==> config.mk <==
export PLATFORM = sky130hd
export DESIGN_NAME = i2c_pkt_parser
export DESIGN_NICKNAME = d
export VERILOG_FILES = /design/src/rtl/i2c_pkt_parser_pkg.sv /design/src/rtl/i2c_pkt_sat_counter.sv /design/src/rtl/i2c_pkt_parser.sv
export SDC_FILE = /design/constraint.sdc
export NUM_CORES = 1
export LEC_CHECK = 0
export ABC_AREA = 1
export CAP_MARGIN = 15
export CORE_MARGIN = 10
export CORE_UTILIZATION = 47
export CTS_BUF_LIST = sky130_fd_sc_hd__clkbuf_16
export DETAILED_ROUTE_END_ITERATION = 10
export PLACE_DENSITY = 0.84
export SLEW_MARGIN = 20
export SYNTH_ARGS = -nofsm -noshare
export SYNTH_HDL_FRONTEND = slang
export SYNTH_SLANG_ARGS = --single-unit
export TNS_END_PERCENT = 20
==> constraint.sdc <==
create_clock -name clk -period 1.5 [get_ports clk]
set_clock_uncertainty 0.05 [all_clocks]
set_input_delay 0.225 -clock clk [delete_from_list [all_inputs] [get_ports clk]]
set_output_delay 0.225 -clock clk [all_outputs]
set_load 0.1 [all_outputs]
==> src/rtl/i2c_pkt_parser_pkg.sv <==
// Shared types for the I2C slave path: front-end event kinds plus the
// packet framer's states, error codes and header field layout.
package i2c_pkt_parser_pkg;

    typedef enum logic [1:0] {
        EV_START = 2'd0,
        EV_STOP  = 2'd1,
        EV_DATA  = 2'd2,
        EV_ADDR  = 2'd3
    } i2c_state_t;

    typedef enum logic {
        OP_WRITE = 1'b0,
        OP_READ  = 1'b1
    } i2c_op_t;

    typedef enum logic [3:0] {
        HT_CTRL    = 4'h1,
        HT_STATUS  = 4'h2,
        HT_PAYLOAD = 4'h4,
        HT_EVENT   = 4'h8
    } header_type_t;

    typedef enum logic [2:0] {
        ST_IDLE,
        ST_ADDR_WAIT,
        ST_HEADER,
        ST_BODY,
        ST_DISCARD
    } pkt_state_t;

    typedef enum logic [1:0] {
        ERR_NONE    = 2'd0,
        ERR_BAD_SEQ = 2'd1,
        ERR_BAD_HDR = 2'd2,
        ERR_TRUNC   = 2'd3
    } err_code_t;

    localparam int HDR_TYPE_MSB = 7;
    localparam int HDR_TYPE_LSB = 4;
    localparam int HDR_LEN_MSB  = 3;
    localparam int HDR_LEN_LSB  = 0;

    // A header type nibble is legal only when exactly one bit is set.
    function automatic logic is_one_hot4(input logic [3:0] n);
        return (n != 4'h0) && ((n & (n - 4'h1)) == 4'h0);
    endfunction

endpackage

==> src/rtl/i2c_pkt_sat_counter.sv <==
// Saturating event counter; sticks at all-ones instead of wrapping.
module i2c_pkt_sat_counter #(
    parameter int CNT_W = 16
) (
    input  logic             clk,
    input  logic             rst_n,
    input  logic             inc,
    output logic [CNT_W-1:0] count
);

    always_ff @(posedge clk or negedge rst_n) begin
        if (!rst_n)
            count <= '0;
        else if (inc && (count != {CNT_W{1'b1}}))
            count <= count + {{(CNT_W-1){1'b0}}, 1'b1};
    end

endmodule

==> src/rtl/i2c_pkt_parser.sv <==
// Frames WRITE bytes addressed to this slave into header+payload packets
// and streams them out through a single registered output stage.
module i2c_pkt_parser #(
    parameter logic [6:0] SLAVE_ADDR = 7'h22,
    parameter int         CNT_W      = 16
) (
    input  logic             clk,
    input  logic             rst_n,
    input  logic             in_valid,
    output logic             in_ready,
    input  logic [1:0]       in_kind,
    input  logic [7:0]       in_data,
    output logic             out_valid,
    input  logic             out_ready,
    output logic [7:0]       out_data,
    output logic [3:0]       out_type,
    output logic             out_sop,
    output logic             out_eop,
    output logic             out_abort,
    output logic             err_o,
    output logic [1:0]       err_code,
    output logic [CNT_W-1:0] pkt_cnt,
    output logic [CNT_W-1:0] err_cnt
);
    import i2c_pkt_parser_pkg::*;

    pkt_state_t state;
    i2c_state_t kind;
    logic [3:0] remaining;
    logic [3:0] hdr_type;
    logic [3:0] hdr_len;
    logic       accept;
    logic       addr_hit;
    logic       pkt_done;

    // The output register is the only buffer, so every event kind stalls on it.
    assign in_ready = !out_valid || out_ready;
    assign accept   = in_valid && in_ready;
    assign kind     = i2c_state_t'(in_kind);
    assign hdr_type = in_data[HDR_TYPE_MSB:HDR_TYPE_LSB];
    assign hdr_len  = in_data[HDR_LEN_MSB:HDR_LEN_LSB];
    assign addr_hit = (in_data[7:1] == SLAVE_ADDR) && (in_data[0] == OP_WRITE);

    always_ff @(posedge clk or negedge rst_n) begin
        if (!rst_n) begin
            state     <= ST_IDLE;
            remaining <= 4'h0;
            out_valid <= 1'b0;
            out_data  <= 8'h00;
            out_type  <= HT_PAYLOAD;
            out_sop   <= 1'b0;
            out_eop   <= 1'b0;
            out_abort <= 1'b0;
            err_o     <= 1'b0;
            err_code  <= ERR_NONE;
            pkt_done  <= 1'b0;
        end else begin
            err_o    <= 1'b0;
            pkt_done <= 1'b0;
            if (out_ready)
                out_valid <= 1'b0;
            if (accept) begin
                case (state)
                    ST_IDLE:
                        if (kind == EV_START) state <= ST_ADDR_WAIT;
                    ST_ADDR_WAIT:
                        case (kind)
                            EV_ADDR:  state <= addr_hit ? ST_HEADER : ST_DISCARD;
                            EV_DATA: begin
                                err_o    <= 1'b1;
                                err_code <= ERR_BAD_SEQ;
                                state    <= ST_DISCARD;
                            end
                            EV_STOP:  state <= ST_IDLE;
                            default:  state <= ST_ADDR_WAIT;
                        endcase
                    ST_HEADER:
                        case (kind)
                            EV_DATA:
                                if (is_one_hot4(hdr_type)) begin
                                    out_valid <= 1'b1;
                                    out_data  <= in_data;
                                    out_type  <= hdr_type;
                                    out_sop   <= 1'b1;
                                    out_eop   <= (hdr_len == 4'h0);
                                    out_abort <= 1'b0;
                                    remaining <= hdr_len;
                                    if (hdr_len == 4'h0) pkt_done <= 1'b1;
                                    else                 state    <= ST_BODY;
                                end else begin
                                    err_o    <= 1'b1;
                                    err_code <= ERR_BAD_HDR;
                                    state    <= ST_DISCARD;
                                end
                            EV_STOP:  state <= ST_IDLE;
                            EV_START: state <= ST_ADDR_WAIT;
                            default: begin
                                err_o    <= 1'b1;
                                err_code <= ERR_BAD_SEQ;
                                state    <= ST_DISCARD;
                            end
                        endcase
                    ST_BODY:
                        if (kind == EV_DATA) begin
                            out_valid <= 1'b1;
                            out_data  <= in_data;
                            out_sop   <= 1'b0;
                            out_eop   <= (remaining == 4'h1);
                            out_abort <= 1'b0;
                            remaining <= remaining - 4'h1;
                            if (remaining == 4'h1) begin
                                pkt_done <= 1'b1;
                                state    <= ST_HEADER;
                            end
                        end else begin
                            // Packet cut short: close it downstream with an abort marker.
                            out_valid <= 1'b1;
                            out_data  <= 8'h00;
                            out_sop   <= 1'b0;
                            out_eop   <= 1'b1;
                            out_abort <= 1'b1;
                            err_o     <= 1'b1;
                            err_code  <= ERR_TRUNC;
                            remaining <= 4'h0;
                            state     <= (kind == EV_STOP)  ? ST_IDLE :
                                         (kind == EV_START) ? ST_ADDR_WAIT : ST_DISCARD;
                        end
                    ST_DISCARD:
                        if (kind == EV_STOP)       state <= ST_IDLE;
                        else if (kind == EV_START) state <= ST_ADDR_WAIT;
                    default: state <= ST_IDLE;
                endcase
            end
        end
    end

    i2c_pkt_sat_counter #(.CNT_W(CNT_W)) u_pkt_cnt (
        .clk(clk), .rst_n(rst_n), .inc(pkt_done), .count(pkt_cnt)
    );

    i2c_pkt_sat_counter #(.CNT_W(CNT_W)) u_err_cnt (
        .clk(clk), .rst_n(rst_n), .inc(err_o), .count(err_cnt)
    );

endmodule

After elaboration in Yosys (flattened, before gate mapping)
Cells that the tools add are included.
{"block": "op_classes", "addsub": 4, "eq_ne": 19, "muxes": 53, "n_bitwise": 2, "n_reduce_logical": 19}
{"operator": "16-bit by 1-bit adder with 16-bit output, second input constant", "count": 2}
{"operator": "16-bit inequality test, second input constant", "count": 2}
{"operator": "3-bit two-way mux", "count": 9}
{"operator": "8-bit two-way mux", "count": 3}
{"operator": "1-bit two-way mux", "count": 21}
{"operator": "3-bit one-hot mux with 3 select lines", "count": 2}
{"operator": "8-bit one-hot mux with 2 select lines", "count": 1}
{"operator": "3-bit one-hot mux with 5 select lines", "count": 1}
{"operator": "4-bit two-way mux", "count": 3}
{"operator": "1-bit one-hot mux with 2 select lines", "count": 6}
{"operator": "2-bit inequality test, second input constant", "count": 5}
{"operator": "4-bit zero test", "count": 2}
{"operator": "4-bit one-hot mux with 2 select lines", "count": 1}
{"operator": "4-bit AND reduction", "count": 2}
{"operator": "4-bit by 1-bit subtractor with 4-bit output, second input constant", "count": 2}
{"operator": "7-bit by 6-bit == test with 1-bit output, second input constant", "count": 1}
{"operator": "3-bit by 2-bit == test with 1-bit output, second input constant", "count": 2}
{"operator": "2-bit two-way mux", "count": 3}
{"operator": "3-bit inequality test, second input constant", "count": 2}
{"operator": "2-bit one-hot mux with 3 select lines", "count": 1}
{"operator": "6-bit AND reduction", "count": 1}
{"operator": "1-bit logical AND", "count": 5}
{"operator": "4-bit AND", "count": 1}
{"operator": "2-bit == test, second input constant", "count": 2}
{"operator": "17 further kinds", "count": 17}
{"block": "word_totals", "ff_bits": 59, "input_bits": 14}

Depth between registers and ports, before layout
{"block": "depth", "depth_word": 8, "ltp_mapped": 11, "depth_no_buf": 11}

Modules after synthesis
Synthesis repeated with hierarchy kept, for this count alone.
{"block": "unflattened", "cells_unflattened": 500, "hier_area_um2": 3633.5}
{"module": "i2c_pkt_parser", "instances": 1, "cells_per_inst": 199, "area_each_um2": 1547.7, "seq_area_each_um2": 676.9}
{"module": "i2c_pkt_sat_counter at u_err_cnt", "instances": 1, "cells_per_inst": 149, "area_each_um2": 1058.5, "seq_area_each_um2": 400.4}
{"module": "i2c_pkt_sat_counter at u_pkt_cnt", "instances": 1, "cells_per_inst": 152, "area_each_um2": 1027.2, "seq_area_each_um2": 400.4}

Least setup slack after synthesis
OpenSTA, ideal clock, no wires.
{"block": "synth_timing", "path_type": "register to register", "start": "register u_pkt_cnt.count[0]", "end": "register u_pkt_cnt.count[4]", "setup_time_ns": 0.122, "arrival_ns": 2.178, "required_ns": 1.328, "setup_slack_ns": -0.850, "path_stages_with_launch": 10, "path_buffers": 1, "cell_sequence": "dfrtp_1 ha_1 nand3_1 nor3_2 nand3_2 nand2_4 inv_4 buf_6 nand3b_1 nand2_1"}
{"block": "synth_between", "elab_chain_len": 2}
{"element": "start: declaration", "line_no": "i2c_pkt_sat_counter.sv:8", "rtl": "output logic [CNT_W-1:0] count"}
{"element": "start signal: assignment", "line_no": "i2c_pkt_sat_counter.sv:15", "rtl": "count <= count + {{(CNT_W-1){1'b0}}, 1'b1};"}
{"element": "parallel branches: the longest is 2 deep, another holds 16-bit by 1-bit adder with 16-bit output"}
Several ways; the timed one is not identified.
A chain may end at the register's enable or synchronous reset.

Worst setup path after layout
{"block": "layout_timing", "start": "register u_err_cnt.count[1]", "end": "register u_err_cnt.count[14]"}
{"block": "layout_between", "elab_chain_len": 2}
{"element": "start: declaration", "line_no": "i2c_pkt_sat_counter.sv:8"}
{"element": "start signal: assignment", "line_no": "i2c_pkt_sat_counter.sv:15"}
{"element": "parallel branches: the longest is 2 deep, another holds 16-bit by 1-bit adder with 16-bit output"}
Several ways; the timed one is not identified.

==> impl_summary.txt <==
----------------------------------------------------
[Critical path]
  Internal reg-to-reg setup slack ... -120 ps
  Worst r2r path cells ... 7
  Worst Path Max Fanout ... 4
  CP Class ... flop to flop
  Worst setup path startpoint ... u_err_cnt.count[1]
  Data arrival time of the critical path ... around 1800 ps
  Reg-to-reg critical path startpoint ... u_err_cnt.count[1]
  Worst setup endpoint ... u_err_cnt.count[14]
  RR Endpoint ... u_err_cnt.count[14]
  Kind of end point of the critical path ... flop
  Sort of element at the start of the critical path ... flop
  Critical path data required time ... roughly 1700 ps

[Global route]
  Total global routing overflow ... 0
  Global router's overall resource usage ... 0.194
  Global-route wire length before repair ... 17.6 mm
  Vias in the first global route ... approximately 3800
  Pin count of the biggest net entering global routing ... 60
  Number of antenna violations at the first check in global routing ... 0

[Timing]
  Setup repair after global routing missed its margin ... true
  Final worst path period share ... 1.08
  Maximum frequency from static timing analysis ... ~600 MHz
  Total count of hold-check failures in the final report ... 0
  Least setup slack across all paths after layout ... -120 ps
  Shortest period the worst path allows ... 1620 ps
  Actual transition at the worst max-transition pin ... 371 ps
  Accumulated negative setup slack ... -1530 ps
  Setup Viol. Count Final ... 33
  Worst slew margin relative to its limit ... 0.751
  Post-Route Hold Slack ... about 170 ps
  Max Slew Vio Count ... 0

[Clock network]
  Clk Latency, worst-skew pair ... between 300 and 400 ps
  Maximum level of the CTS H-tree ... 3
  Cts bufs inserted ... 9
  Clock Pin Slew Worst Setup and Hold Paths ... ~60 ps
  Clock Tree Root ... sky130_fd_sc_hd__clkbuf_16
  Number of sinks handled by clock tree synthesis ... 59
  Clock tree buffer depth ... 2
  TritonCTS clock tree ... built

[Logic synthesis]
  Number of enable-type register cells in the synthesized netlist ... 0
  Mean cell area of the mapped netlist ... about 7.6 um^2
  Fraction of the yosys area taken by sequential cells ... 0.443
  Synthesized Nets ... ~460
  Most instantiated cells after synthesis ... sky130_fd_sc_hd__nand2_1 (162), sky130_fd_sc_hd__dfrtp_1 (58), sky130_fd_sc_hd__inv_1 (36), sky130_fd_sc_hd__nor2_1 (34), sky130_fd_sc_hd__o21ai_0 (26)
  Post-Synthesis Cell Area ... approximately 3300 um^2
  Share of synthesized flip-flops with an asynchronous set or reset ... 1.00
  Leading post-synthesis cells by cell area ... sky130_fd_sc_hd__dfrtp_1 (44%), sky130_fd_sc_hd__nand2_1 (18%), sky130_fd_sc_hd__inv_1 (4.1%), sky130_fd_sc_hd__o21ai_0 (3.9%), sky130_fd_sc_hd__nor2_1 (3.8%)
  Most common cell in the netlist ... sky130_fd_sc_hd__nand2_1
  Dominant register cell in the synthesized netlist ... sky130_fd_sc_hd__dfrtp_1
  Count of unique library cells instantiated by Yosys ... 33
  Gate count after technology mapping ... between 400 and 500
  Share of the synthesized area in the top cell type ... 0.436
  Register bit count reported by yosys ... 59
  Synthesis Warnings ... 0
  Library cell occupying the most area in the post-synthesis netlist ... sky130_fd_sc_hd__dfrtp_1

[Cells and area]
  Fraction of final layout cells sized beyond drive strength 1 ... 0.387
  Multi-input gate area in the final layout ... 1800 um^2
  Syn-to-layout area delta ... 70.1%
  Number of nets at the end of the flow ... roughly 590
  Reg area ... ~1500 um^2
  Ant. Diodes ... 0
  Finished layout cell area ... 5670 um^2
  Count of fill cells added during filler insertion ... 367

[Die]
  Die Y-Extent ... between 100 and 150 um
  Total die area ... about 11000 um^2
  Std-Cell Core Area ... a little under 7000 um^2
  Initial cell density of the core ... 0.488
  Row Count ... 30
  IO Pins ... 66
  Die X-Extent ... roughly 100 um

[Drt]
  Total via count in the routed design ... roughly 3700
  Number of antenna-violating nets in the routed design ... 0
  Ratio of routed vias to standard cells ... between 5 and 6
  Average detailed-routed wire length per instance ... between 15 and 20 um
  Violation count after the first detailed-route iteration ... ~130
  First-pass detailed-route iteration total ... 5
  Aggregate routed wire length ... 11.1 mm
  # DRC ... 0

[Placement]
  Post-DP Area ... about 5200 um^2
  Number of buffer cells added on primary ports ... between 60 and 70
  Placer's final routability congestion estimate ... ~0.9
  Half-perimeter wire length of the detailed placement result ... about 7.6 mm
  Post-Place Setup Slack ... -341 ps

[Status]
  Violated checks ... negative setup slack
  Result of the run ... complete, but fails checks

[Pwr]
  Standby leakage power ... approximately 2.6 nW
  Worst IR drop on VDD ... about 0.73 mV
  Power Dens Cells ... 943 nW/um^2

[Run]
  Max-cap check violation count ... 0

[Min path]
  Worst Hold Class ... input pin to flop

----------------------------------------------------
==> worst max-delay path, stage by stage, from the launching register on <==
cell	delay [ps]
sky130_fd_sc_hd__dfrtp_4	420
sky130_fd_sc_hd__ha_4	150
sky130_fd_sc_hd__nand3_4	100
sky130_fd_sc_hd__nor2_2	210
sky130_fd_sc_hd__nand3_1	150
sky130_fd_sc_hd__xnor2_1	270
sky130_fd_sc_hd__nand2_1	110
sky130_fd_sc_hd__nand2_1	80
==> cell type report <==
cell class	count	share of cell area
Multi-Input combinational cell	330	0.318
Timing Repair Buffer	131	0.307
Sequential cell	59	0.270
Clock buffer	9	0.0397
Inverter	43	0.0311
Tap cell	96	0.0212
Clock inverter	7	0.0137
==> metrics by stage <==
step           utilization  instances  power [mW]
2_1_floorplan            -        439        2.56
3_3_place_gp         0.755        650        3.14
3_5_place_dp         0.755        650        3.18
4_1_cts              0.812        673        5.28
5_1_grt              0.830        675        5.50
6_report             0.830        675        5.34
==> kinds of logic after synthesis <==
group	share of synthesized area
buf+inv	0.0661
flops	0.443
xor+xnor	0.0631
compound gates	0.0728
simple gates	0.339
fa+ha+maj	0.0150
==> report_power, final <==
group	total (mW)	internal [mW]	switching, mW
clock network	2.07	1.29	0.777
registers	1.80	1.69	0.106
logic	1.48	0.596	0.883
total	5.34	3.58	1.77
==> layout by cell type (no fill, tap or decap), drive strengths merged, types with 2 or more instances in the layout <==
cell type,n
a21oi,6
a22oi,2
buf,118
clkbuf,9
clkdlybuf4s50,7
clkinvlp,4
dfrtp,58
dlymetal6s2s,5
ha,4
inv,44
nand2,168
nand3,27
nand3b,5
nand4,7
nor2,37
nor3,13
o21ai,35
xnor2,14
xor2,10
==> worst min path at each step <==
stage	start	endpoint	depth (start not counted)
3_5_place_dp	rst_n	u_pkt_cnt.count[9]	2
6_report	in_data[5]	out_type[1]	3
3_3_place_gp	rst_n	u_pkt_cnt.count[3]	2
4_1_cts	rst_n	u_pkt_cnt.count[9]	3
2_1_floorplan	rst_n	err_code[0]	0
5_1_grt	in_data[5]	out_type[1]	3
==> registers in the layout, summed over array words and instances, names as in the netlist, 2 cells and up <==
signal and flops:
u_err_cnt.count 16, u_pkt_cnt.count 16, out_data 8, out_type 4, remaining 4, state 3
err_code 2
==> metal layers <==
metal / global-route usage / part of all wire / vias to the layer above / wire, um
met3: 0.0601 / 0.079 / 42 / 880
met2: 0.357 / 0.54 / 178 / 5960
met1: 0.189 / 0.35 / 1771 / 3880
met5: 0 / 0 / - / 0
met4: 0.100 / 0.036 / 0 / 401
li1: - / - / 1665 / -
==> timing repair <==
| item | CTS | global route |
|---|---|---|
| setup buffers | 6 | 2 |
| endpoints found under the setup margin | 34 | 56 |
| hold endpoints to repair | 58 | 0 |
| pin swaps | 5 | 8 |
| resized for setup | 18 | 35 |
| hold buffers | 1 | 0 |
(Power assumes the default switching activity.)
